==> src/rtl/nibble_add_pkg.sv <==
// Shared types and constants for the nibble-serial adder: state encoding,
// nibble width and the step-index width helper.
package nibble_add_pkg;

  localparam int NIBBLE_W = 4;

  // 2'd3 is unused; the controller treats it as a fault and recovers to IDLE.
  typedef enum logic [1:0] {
    ST_IDLE = 2'd0,
    ST_RUN  = 2'd1,
    ST_DONE = 2'd2
  } state_t;

  function automatic int idx_width(input int nibbles);
    return (nibbles > 1) ? $clog2(nibbles) : 1;
  endfunction

endpackage

==> src/rtl/nibble_serial_adder_ctrl_if.sv <==
// Requester-side bundle for the nibble-serial adder (start/done handshake).
// Optional sub/overflow signals exist only when SUB_MODE_EN is defined.
interface nibble_serial_adder_ctrl_if #(
  parameter int WIDTH = 16
);
  // start is a request sampled only while idle or on the done cycle; done is a
  // one-cycle pulse marking sum/c_out valid, and they hold until the next done.
  logic             start;
  logic [WIDTH-1:0] a;
  logic [WIDTH-1:0] b;
  logic             c_in;
  logic             busy;
  logic             done;
  logic [WIDTH-1:0] sum;
  logic             c_out;
`ifdef SUB_MODE_EN
  logic             sub;
  logic             overflow;
`endif

  modport master (
    output start, a, b, c_in,
`ifdef SUB_MODE_EN
    output sub,
    input  overflow,
`endif
    input  busy, done, sum, c_out
  );

  modport slave (
    input  start, a, b, c_in,
`ifdef SUB_MODE_EN
    input  sub,
    output overflow,
`endif
    output busy, done, sum, c_out
  );

endinterface

==> src/rtl/nibble_add4.sv <==
// Combinational 4-bit ripple-carry adder built from full_adder cells; also
// exposes the carry into bit 3 so the caller can derive signed overflow.
module full_adder (
  input  logic a,
  input  logic b,
  input  logic c_in,
  output logic s,
  output logic c_out
);
  assign s     = a ^ b ^ c_in;
  assign c_out = (a & b) | (c_in & (a ^ b));
endmodule

module nibble_add4 (
  input  logic [3:0] a,
  input  logic [3:0] b,
  input  logic       c_in,
  output logic [3:0] s,
  output logic       c_out,
  output logic       c_msb_in
);
  logic [4:0] c;

  assign c[0] = c_in;

  for (genvar i = 0; i < 4; i++) begin : g_bit
    full_adder u_fa (
      .a     (a[i]),
      .b     (b[i]),
      .c_in  (c[i]),
      .s     (s[i]),
      .c_out (c[i+1])
    );
  end

  assign c_out    = c[4];
  assign c_msb_in = c[3];
endmodule

==> src/rtl/nibble_serial_adder_ctrl.sv <==
// Adds two WIDTH-bit operands one nibble per clock through a single shared
// 4-bit adder. Define SUB_MODE_EN to add subtract mode and signed overflow.
module nibble_serial_adder_ctrl
  import nibble_add_pkg::*;
#(
  parameter int WIDTH = 16
) (
  input  logic                       clk,
  input  logic                       reset_n,
  nibble_serial_adder_ctrl_if.slave  bus,
  output state_t                     dbg_state
);

  localparam int NIBBLES = WIDTH / NIBBLE_W;
  localparam int IDX_W   = idx_width(NIBBLES);

  state_t            state, state_next;
  logic [WIDTH-1:0]  op_a, op_b, work, work_next, sum_q;
  logic [IDX_W-1:0]  idx;
  logic              carry, c_out_q;
  logic              accept, last_step;
  logic [WIDTH-1:0]  a_sh, b_sh;
  logic [3:0]        stage_s;
  logic              stage_c_out, stage_c_msb;
`ifdef SUB_MODE_EN
  logic              overflow_q;
`endif

  assign accept    = bus.start && ((state == ST_IDLE) || (state == ST_DONE));
  assign last_step = (idx == IDX_W'(NIBBLES - 1));

  // Shifting the current nibble down to bit 0 keeps the adder input mux
  // legal even when idx is a single unused bit (WIDTH=4).
  assign a_sh = op_a >> (NIBBLE_W * idx);
  assign b_sh = op_b >> (NIBBLE_W * idx);

  nibble_add4 u_add (
    .a        (a_sh[3:0]),
    .b        (b_sh[3:0]),
    .c_in     (carry),
    .s        (stage_s),
    .c_out    (stage_c_out),
    .c_msb_in (stage_c_msb)
  );

  always_comb begin
    work_next = work;
    for (int i = 0; i < NIBBLES; i++) begin
      if (idx == IDX_W'(i)) work_next[i*NIBBLE_W +: NIBBLE_W] = stage_s;
    end
  end

  always_comb begin
    state_next = state;
    case (state)
      ST_IDLE: if (bus.start) state_next = ST_RUN;
      ST_RUN:  if (last_step) state_next = ST_DONE;
      ST_DONE: state_next = bus.start ? ST_RUN : ST_IDLE;
      default: state_next = ST_IDLE;
    endcase
  end

  always_ff @(posedge clk or negedge reset_n) begin
    if (!reset_n) begin
      state   <= ST_IDLE;
      op_a    <= '0;
      op_b    <= '0;
      work    <= '0;
      carry   <= 1'b0;
      idx     <= '0;
      sum_q   <= '0;
      c_out_q <= 1'b0;
`ifdef SUB_MODE_EN
      overflow_q <= 1'b0;
`endif
    end else begin
      state <= state_next;
      if (accept) begin
        op_a <= bus.a;
        work <= '0;
        idx  <= '0;
`ifdef SUB_MODE_EN
        op_b  <= bus.sub ? ~bus.b : bus.b;
        carry <= bus.sub ? 1'b1 : bus.c_in;
`else
        op_b  <= bus.b;
        carry <= bus.c_in;
`endif
      end else if (state == ST_RUN) begin
        work  <= work_next;
        carry <= stage_c_out;
        idx   <= last_step ? '0 : idx + IDX_W'(1);
        if (last_step) begin
          sum_q   <= work_next;
          c_out_q <= stage_c_out;
`ifdef SUB_MODE_EN
          overflow_q <= stage_c_msb ^ stage_c_out;
`endif
        end
      end
    end
  end

`ifdef SUB_MODE_EN
  assign bus.overflow = overflow_q;
`else
  logic unused_c_msb;
  assign unused_c_msb = stage_c_msb;
`endif

  assign bus.busy  = (state == ST_RUN);
  assign bus.done  = (state == ST_DONE);
  assign bus.sum   = sum_q;
  assign bus.c_out = c_out_q;
  assign dbg_state = state;

endmodule
==> src/flat_wrapper.sv <==
// flat-port wrapper written by rule: the top's interface ports become plain ports
module nibble_serial_adder_ctrl_flat import nibble_add_pkg::*;
#(
  parameter int WIDTH = 16
)
  (clk, reset_n, dbg_state, bus_start, bus_a, bus_b, bus_c_in, bus_busy, bus_done, bus_sum, bus_c_out);
  nibble_serial_adder_ctrl_if #(.WIDTH(WIDTH)) bus_i ();
  input  logic clk;
  input  logic reset_n;
  output state_t dbg_state;
  input wire logic [$bits(bus_i.start)-1:0] bus_start;
  input wire logic [$bits(bus_i.a)-1:0] bus_a;
  input wire logic [$bits(bus_i.b)-1:0] bus_b;
  input wire logic [$bits(bus_i.c_in)-1:0] bus_c_in;
  output wire logic [$bits(bus_i.busy)-1:0] bus_busy;
  output wire logic [$bits(bus_i.done)-1:0] bus_done;
  output wire logic [$bits(bus_i.sum)-1:0] bus_sum;
  output wire logic [$bits(bus_i.c_out)-1:0] bus_c_out;
  assign bus_i.start = bus_start;
  assign bus_i.a = bus_a;
  assign bus_i.b = bus_b;
  assign bus_i.c_in = bus_c_in;
  assign bus_busy = bus_i.busy;
  assign bus_done = bus_i.done;
  assign bus_sum = bus_i.sum;
  assign bus_c_out = bus_i.c_out;
  nibble_serial_adder_ctrl #(.WIDTH(WIDTH)) u_core (.clk(clk), .reset_n(reset_n), .bus(bus_i), .dbg_state(dbg_state));
endmodule
==> config.mk <==
export PLATFORM = sky130hd
export DESIGN_NAME = nibble_serial_adder_ctrl_flat
export DESIGN_NICKNAME = d
export VERILOG_FILES = /design/src/rtl/nibble_add_pkg.sv /design/src/rtl/nibble_serial_adder_ctrl_if.sv /design/src/rtl/nibble_add4.sv /design/src/rtl/nibble_serial_adder_ctrl.sv /design/src/flat_wrapper.sv
export SDC_FILE = /design/constraint.sdc
export NUM_CORES = 1
export LEC_CHECK = 0
export CAP_MARGIN = 5
export CELL_PAD_IN_SITES_DETAIL_PLACEMENT = 2
export CELL_PAD_IN_SITES_GLOBAL_PLACEMENT = 2
export CORE_UTILIZATION = 35
export CTS_CLUSTER_SIZE = 24
export DETAILED_ROUTE_END_ITERATION = 8
export HOLD_SLACK_MARGIN = 0.1
export PLACE_DENSITY = 0.87
export SLEW_MARGIN = 20
export SYNTH_ARGS = -nofsm -noshare
export SYNTH_HDL_FRONTEND = slang
export SYNTH_SLANG_ARGS = --single-unit
==> constraint.sdc <==
create_clock -name clk -period 3.7 [get_ports clk]
set_input_delay 0.74 -clock clk [delete_from_list [all_inputs] [get_ports clk]]
set_output_delay 0.74 -clock clk [all_outputs]
set_load 0.01 [all_outputs]
==> results of run 1 <==
==> worst register-to-register path, stage by stage, from the launching register on <==
cell and delay [ns]:
dfrtp_1 0.49, mux4_2 0.54, inv_1 0.09, fa_1 0.16, inv_1 0.05, fa_1 0.38
fa_1 0.39, inv_1 0.08, fa_1 0.49, inv_1 0.15, mux2i_1 0.11, o21ai_0 0.17
==> cell families (layout without fill, tap and decap cells) <==
| family | count (synthesis) | count (layout) |
|---|---|---|
| buf+inv | 29 | 89 |
| flops | 66 | 66 |
| compound gates | 31 | 31 |
| fa+ha+maj | 8 | 8 |
| simple gates | 25 | 25 |
| mux | 57 | 57 |
==> final timing paths <==
check,start,endpoint,cells after the start
setup / recovery,u_core.idx[0]$_DFFE_PN0P_,u_core.bus.sum[3]$_DFFE_PN0P_,11
hold / removal,reset_n,u_core.bus.sum[5]$_DFFE_PN0P_,1
setup reg to reg,u_core.idx[0]$_DFFE_PN0P_,u_core.bus.sum[3]$_DFFE_PN0P_,11
max in group asynchronous,reset_n,u_core.op_a[11]$_DFFE_PN0P_,2
hold reg to reg,u_core.bus.sum[12]$_DFFE_PN0P_,u_core.bus.sum[12]$_DFFE_PN0P_,2
min in group clk,u_core.bus.sum[12]$_DFFE_PN0P_,u_core.bus.sum[12]$_DFFE_PN0P_,2
==> metal layers <==
metal	track usage	up-vias	routed length, um
li1	-	873	-
met4	0.0821	0	119
met5	0	-	0
met3	0.0445	9	228
met2	0.310	50	3760
met1	0.226	980	3000
==> through the flow <==
step                      power (mW)  cells
after floorplan                 2.62    216
after global placement          3.26    366
after detailed placement        3.45    366
after CTS                       4.00    381
after global routing            4.24    381
final                           3.91    381
==> area by class of cell <==
type,instances,area [um2],area share
flip-flops and latches,66,1650,0.438
clock inverters,3,15.0,0.00398
repair buffers,61,593,0.157
multi-input cells,121,1180,0.312
well taps,105,131,0.0348
inverters,13,48.8,0.0129
clock buffers,12,155,0.0411
==> cell usage in the layout, fill, tap and decap left out, types with 2 or more instances in the layout <==
master / count
dfrtp_1: 66
clkdlybuf4s50_1: 55
mux2_2: 26
nand2_1: 18
mux2i_1: 15
o21ai_0: 14
inv_1: 11
clkbuf_8: 11
mux4_2: 8
mux2_1: 8
o2bb2ai_1: 6
a32o_1: 6
buf_4: 5
fa_1: 4
ha_1: 4
clkinv_2: 3
inv_2: 2
nor2_1: 2
==> flip-flops by register name, indices dropped and copies added, names as in the netlist <==
name / cells
u_core.carry: 1
u_core.dbg_state: 2
u_core.idx: 2
u_core.op_b: 16
u_core.bus.c_out: 1
u_core.op_a: 16
u_core.bus.sum: 16
u_core.work: 12
==> power groups by stage <==
stage               registers, mW  logic [mW]  clock network (mW)
floorplan                    1.26        1.36                   0
detailed placement           1.33        2.11                   0
global placement             1.30        1.96                   0
CTS                          1.33        2.12               0.552
finish                       1.31        2.07               0.531
global route                 1.36        2.29               0.582
==> flow_metrics.tcl, run 1 <==
set metrics [dict create \
    outcome "complete, no violations" \
    synth_fa_ha_area_frac 0.0441 \
    clock_path_buffers 2 \
    path_cells "mux4_2 -> inv_1 -> fa_1 -> inv_1 -> fa_1 -> fa_1 -> inv_1 -> fa_1 -> inv_1 -> mux2i_1 -> o21ai_0" \
    synthArstFlopShare 1.00 \
    boundaryPins 57 \
    fin_hold_ws_ns 0.402 \
    dr.pass1.iters 4 \
    hold_violations 0 \
    grt_start_max_net_pins 41 \
    yosysSeqAreaShare 0.559 \
    period_share 0.860 \
    finClkSkew_ns 0.00580 \
    dpl.hpwl_mm 5.27 \
    crit_arrival_ns 3.45 \
    path_class "reg -> reg" \
    cp-end-kind "register" \
    place_ws_ns 0.490 \
    vias 1912 \
    synth_fp_nets 260 \
    fp.coreArea_mm2 0.00818 \
    crit_family "adder cells" \
    placed_area_mm2 0.00360 \
    drive_above_1_share 0.207 \
    cts_resized 0 \
    yosys.area_share.simple 0.0360 \
    numPortBuffers 56 \
    syn_area_mm2 0.00295 \
    netlist.area_leader.share 0.559 \
    swShare 0.403 \
    synth.most_common_cell "dfrtp_1" \
    p_comb_frac 0.529 \
    synth_top_family_by_area "multiplexers" \
    utilization 0.462 \
    wl_per_cell_um 18.7 \
    p_leak_nw 1.63 \
    netlist_top_cells_count "66 x dfrtp_1, 26 x mux2_2, 18 x nand2_1" \
    post-route-drc-count 0 \
    dieArea_mm2 0.00881 \
    rows 33 \
    track_usage 0.185 \
    synth_compound_area_frac 0.0750 \
    post-cts-setup-buffer-count 0 \
    path_buf_inv 4 \
    cpPeakStageDelay_ns 0.54 \
    num-nets-final 316 \
    routed_wl_mm 7.11 \
    timing.setup.tns_ns 0 \
    critPathMaxFanout 5 \
    setup_slack_ns 0.518 \
    numCtsBuffers 9 \
    synth-warning-count 0 \
    p_clk_frac 0.136 \
    synth-edff-count 0 \
    antenna_found_initial 0 \
    cp_slowest_cell "mux4_2" \
    seqPwrFrac 0.336 \
    grt_pass1_wl_mm 11.7 \
    powerDensity_mw_per_mm2 1040 \
    cts_hold_repair.buffers 0 \
    drt_iter0_markers 51 \
    setup_violations 0 \
    gp_congestion 0.757 \
    slew_headroom 0.578 \
    yosysTopAreaCell "dfrtp_1" \
    synthesis.instances 216 \
    final_cell_area_mm2 0.00377 \
    insertion_delay_ns 0.34 \
    cp.required_ns 3.96 \
    synth.area.top_cells "dfrtp_1 56%, mux2_2 9.9%, mux4_2 6.1%" \
    die_w_um 93.9 \
    clk_pin_slew_ns 0.07 \
    die_h_um 93.9 \
    fin_crit_ns 3.18 \
    synth_mux_area_frac 0.242 \
    worst_slew_pin_slew_ns 0.632 \
    start_kind "register" \
    reg2reg_slack_ns 0.52 \
    synth-seq-cells 66 \
    synth-xor-area-share 0 \
    cts.sink_count 66 \
    fmax_mhz 314 \
    diodes 0 \
    start_util 0.361 \
    ant_nets 0 \
    tritoncts "built" \
    grt-ovfl-total 0 \
    power_switching_mw 1.58 \
    ys.flop_type "dfrtp_1" \
    vdd.ir_drop.worst_v 0.000448 \
    fillCellCount 816 \
    internal_power_mw 2.34 \
    holdCritPathClass "in -> async" \
    drv_cap 0 \
    vias_per_cell 5.02 \
    rsz0062_at_grt "false" \
    clockRootBuffer "clkbuf_8" \
    h-tree-depth 3 \
    ys_types 28 \
    drv_slew 0 \
    synth_area_per_cell_um2 13.7 \
    grt_pass1_vias 2124 \
    synthToLayoutAreaGrowth_pct 27.8 \
]
Note: power is estimated with default switching activity, not from simulation.
==> inputs of run 2 (changes only) <==
Settings changed: GPL_ROUTABILITY_DRIVEN from default to 0, PLACE_DENSITY 0.87 to default, PLACE_DENSITY_LB_ADDON from default to 0.15, SLEW_MARGIN 20 to 0.
==> run 2 against run 1 <==
Utilization grew 0.66 points. Via count shrank 0.94%. Die area is the same.
==> flow_metrics.tcl, run 2 (same netlist as run 1, synthesis figures left out) <==
set metrics [dict create \
    worst_slew_pin_slew_ns 0.885 \
    final_cell_mix "66 x dfrtp_1, 55 x clkdlybuf4s50_1, 26 x mux2_2" \
    critPathMaxFanout 6 \
    vias_per_cell 4.97 \
    dpl.hpwl_mm 4.85 \
    drive_above_1_share 0.207 \
    gr-usage-met3 0.0429 \
    die_h_um 93.9 \
    grt_pass1_wl_mm 11.4 \
    holdCritPathClass "reg -> reg" \
    rows 33 \
    path_cells "mux4_2 -> inv_1 -> fa_1 -> inv_1 -> fa_1 -> fa_1 -> inv_1 -> fa_1 -> inv_1 -> mux2i_1 -> o21ai_0" \
    grt_util_met1 0.216 \
    seqPwrFrac 0.323 \
    drv_slew 0 \
    crit_arrival_ns 3.49 \
    grt_pass1_vias 2128 \
    powerDensity_mw_per_mm2 1060 \
    period_share 0.873 \
    ff_latch_area_mm2 0.00165 \
    track_usage 0.176 \
    cp_slowest_cell "mux4_2" \
    fin_crit_ns 3.23 \
    fmax_mhz 309 \
    crit_family "adder cells" \
    clockRootBuffer "clkbuf_8" \
    place_ws_ns 0.471 \
    boundaryPins 57 \
    diodes 0 \
    setup_violations 0 \
    cp-end-kind "register" \
    routed_wl_mm 6.84 \
    instances_no_fill 381 \
    post-route-drc-count 0 \
    antenna_found_initial 0 \
    post-cts-setup-buffer-count 0 \
    cts.sink_count 66 \
    path_buf_inv 4 \
    insertion_delay_ns 0.35 \
    clock_path_buffers 2 \
    busiest_layer "met2" \
    numCtsBuffers 9 \
    swShare 0.392 \
    synthToLayoutAreaGrowth_pct 29.6 \
    tritoncts "built" \
    vdd.ir_drop.worst_v 0.000428 \
    internal_power_mw 2.46 \
    finClkSkew_ns 0.00883 \
    dr.pass1.iters 3 \
    p_leak_nw 1.64 \
    h-tree-depth 3 \
    path_class "reg -> reg" \
    clk_pin_slew_ns 0.07 \
    start_util 0.361 \
    power_switching_mw 1.59 \
    outcome "complete, no violations" \
    cpPeakStageDelay_ns 0.56 \
    ant_nets 0 \
    dp_cells 365 \
    cts_hold_repair.buffers 0 \
    fp.coreArea_mm2 0.00818 \
    start_kind "register" \
    drt_iter0_markers 69 \
    grtUsageMet2 0.299 \
    wl_per_cell_um 17.9 \
    hold_violations 0 \
    total_power_mw 4.05 \
    numPortBuffers 56 \
    fillCellCount 816 \
    final_common_cell "dfrtp_1" \
    multi_input_area_mm2 0.00118 \
    p_comb_frac 0.510 \
    rsz0062_at_grt "false" \
    timing.setup.tns_ns 0 \
    grt_start_max_net_pins 38 \
    drv_cap 0 \
    num-nets-final 315 \
    cp.required_ns 3.96 \
    cts_resized 0 \
    die_w_um 93.9 \
    p_clk_frac 0.166 \
    setup_slack_ns 0.469 \
    vias 1894 \
    grt-ovfl-total 0 \
    dieArea_mm2 0.00881 \
    slew_headroom 0.410 \
]
==> run 2: area by class of cell <==
cell class / instances / share of cell area
Clock buffer: 11 / 0.0369
Sequential cell: 66 / 0.432
Inverter: 13 / 0.0127
Multi-Input combinational cell: 121 / 0.308
Tap cell: 105 / 0.0343
Clock inverter: 5 / 0.0203
Timing Repair Buffer: 60 / 0.156
==> run 2: worst register-to-register path, delay by kind of cell, from the launching register on <==
| kind | cells | cell delay (ns) |
|---|---|---|
| DFF | 1 | 0.54 |
| AOI/OAI and AO/OA | 1 | 0.15 |
| buffers and inverters | 4 | 0.37 |
| adders and majority gates | 4 | 1.44 |
| muxes | 2 | 0.66 |
==> run 2: final timing paths <==
path / endpoint / from / slack (ns) / cells after the start
setup reg to reg: u_core.bus.sum[3]$_DFFE_PN0P_ / u_core.idx[0]$_DFFE_PN0P_ / 0.47 / 11
min in group asynchronous: u_core.bus.sum[6]$_DFFE_PN0P_ / reset_n / 0.51 / 1
hold reg to reg: u_core.bus.sum[4]$_DFFE_PN0P_ / u_core.bus.sum[4]$_DFFE_PN0P_ / 0.48 / 2
hold / removal: u_core.bus.sum[4]$_DFFE_PN0P_ / u_core.bus.sum[4]$_DFFE_PN0P_ / 0.48 / 2
setup / recovery: u_core.bus.sum[3]$_DFFE_PN0P_ / u_core.idx[0]$_DFFE_PN0P_ / 0.47 / 11
max in group asynchronous: u_core.bus.sum[13]$_DFFE_PN0P_ / reset_n / 2.51 / 2
==> run 2: metal layers <==
| layer | part of all wire | up-vias |
|---|---|---|
| li1 | - | 869 |
| met1 | 0.42 | 978 |
| met2 | 0.53 | 38 |
| met3 | 0.033 | 9 |
| met4 | 0.017 | 0 |
| met5 | 0 | - |
==> run 2: through the flow <==
stage / cell area [um2] / util / hold slack [ns]
after floorplan: 2950 / - / 0.444
after global placement: 3610 / 0.441 / 0.460
after detailed placement: 3610 / 0.441 / 0.473
after CTS: 3830 / 0.468 / 0.491
after global routing: 3830 / 0.468 / 0.511
final: 3830 / 0.468 / 0.482
==> run 2: power by group through the flow <==
stage / Sequential (mW) / Clock (mW) / Combinational [mW]
floorplan: 1.26 / 0 / 1.36
global placement: 1.32 / 0 / 2.00
detailed placement: 1.33 / 0 / 2.08
CTS: 1.32 / 0.698 / 2.11
global route: 1.36 / 0.721 / 2.29
finish: 1.31 / 0.674 / 2.07
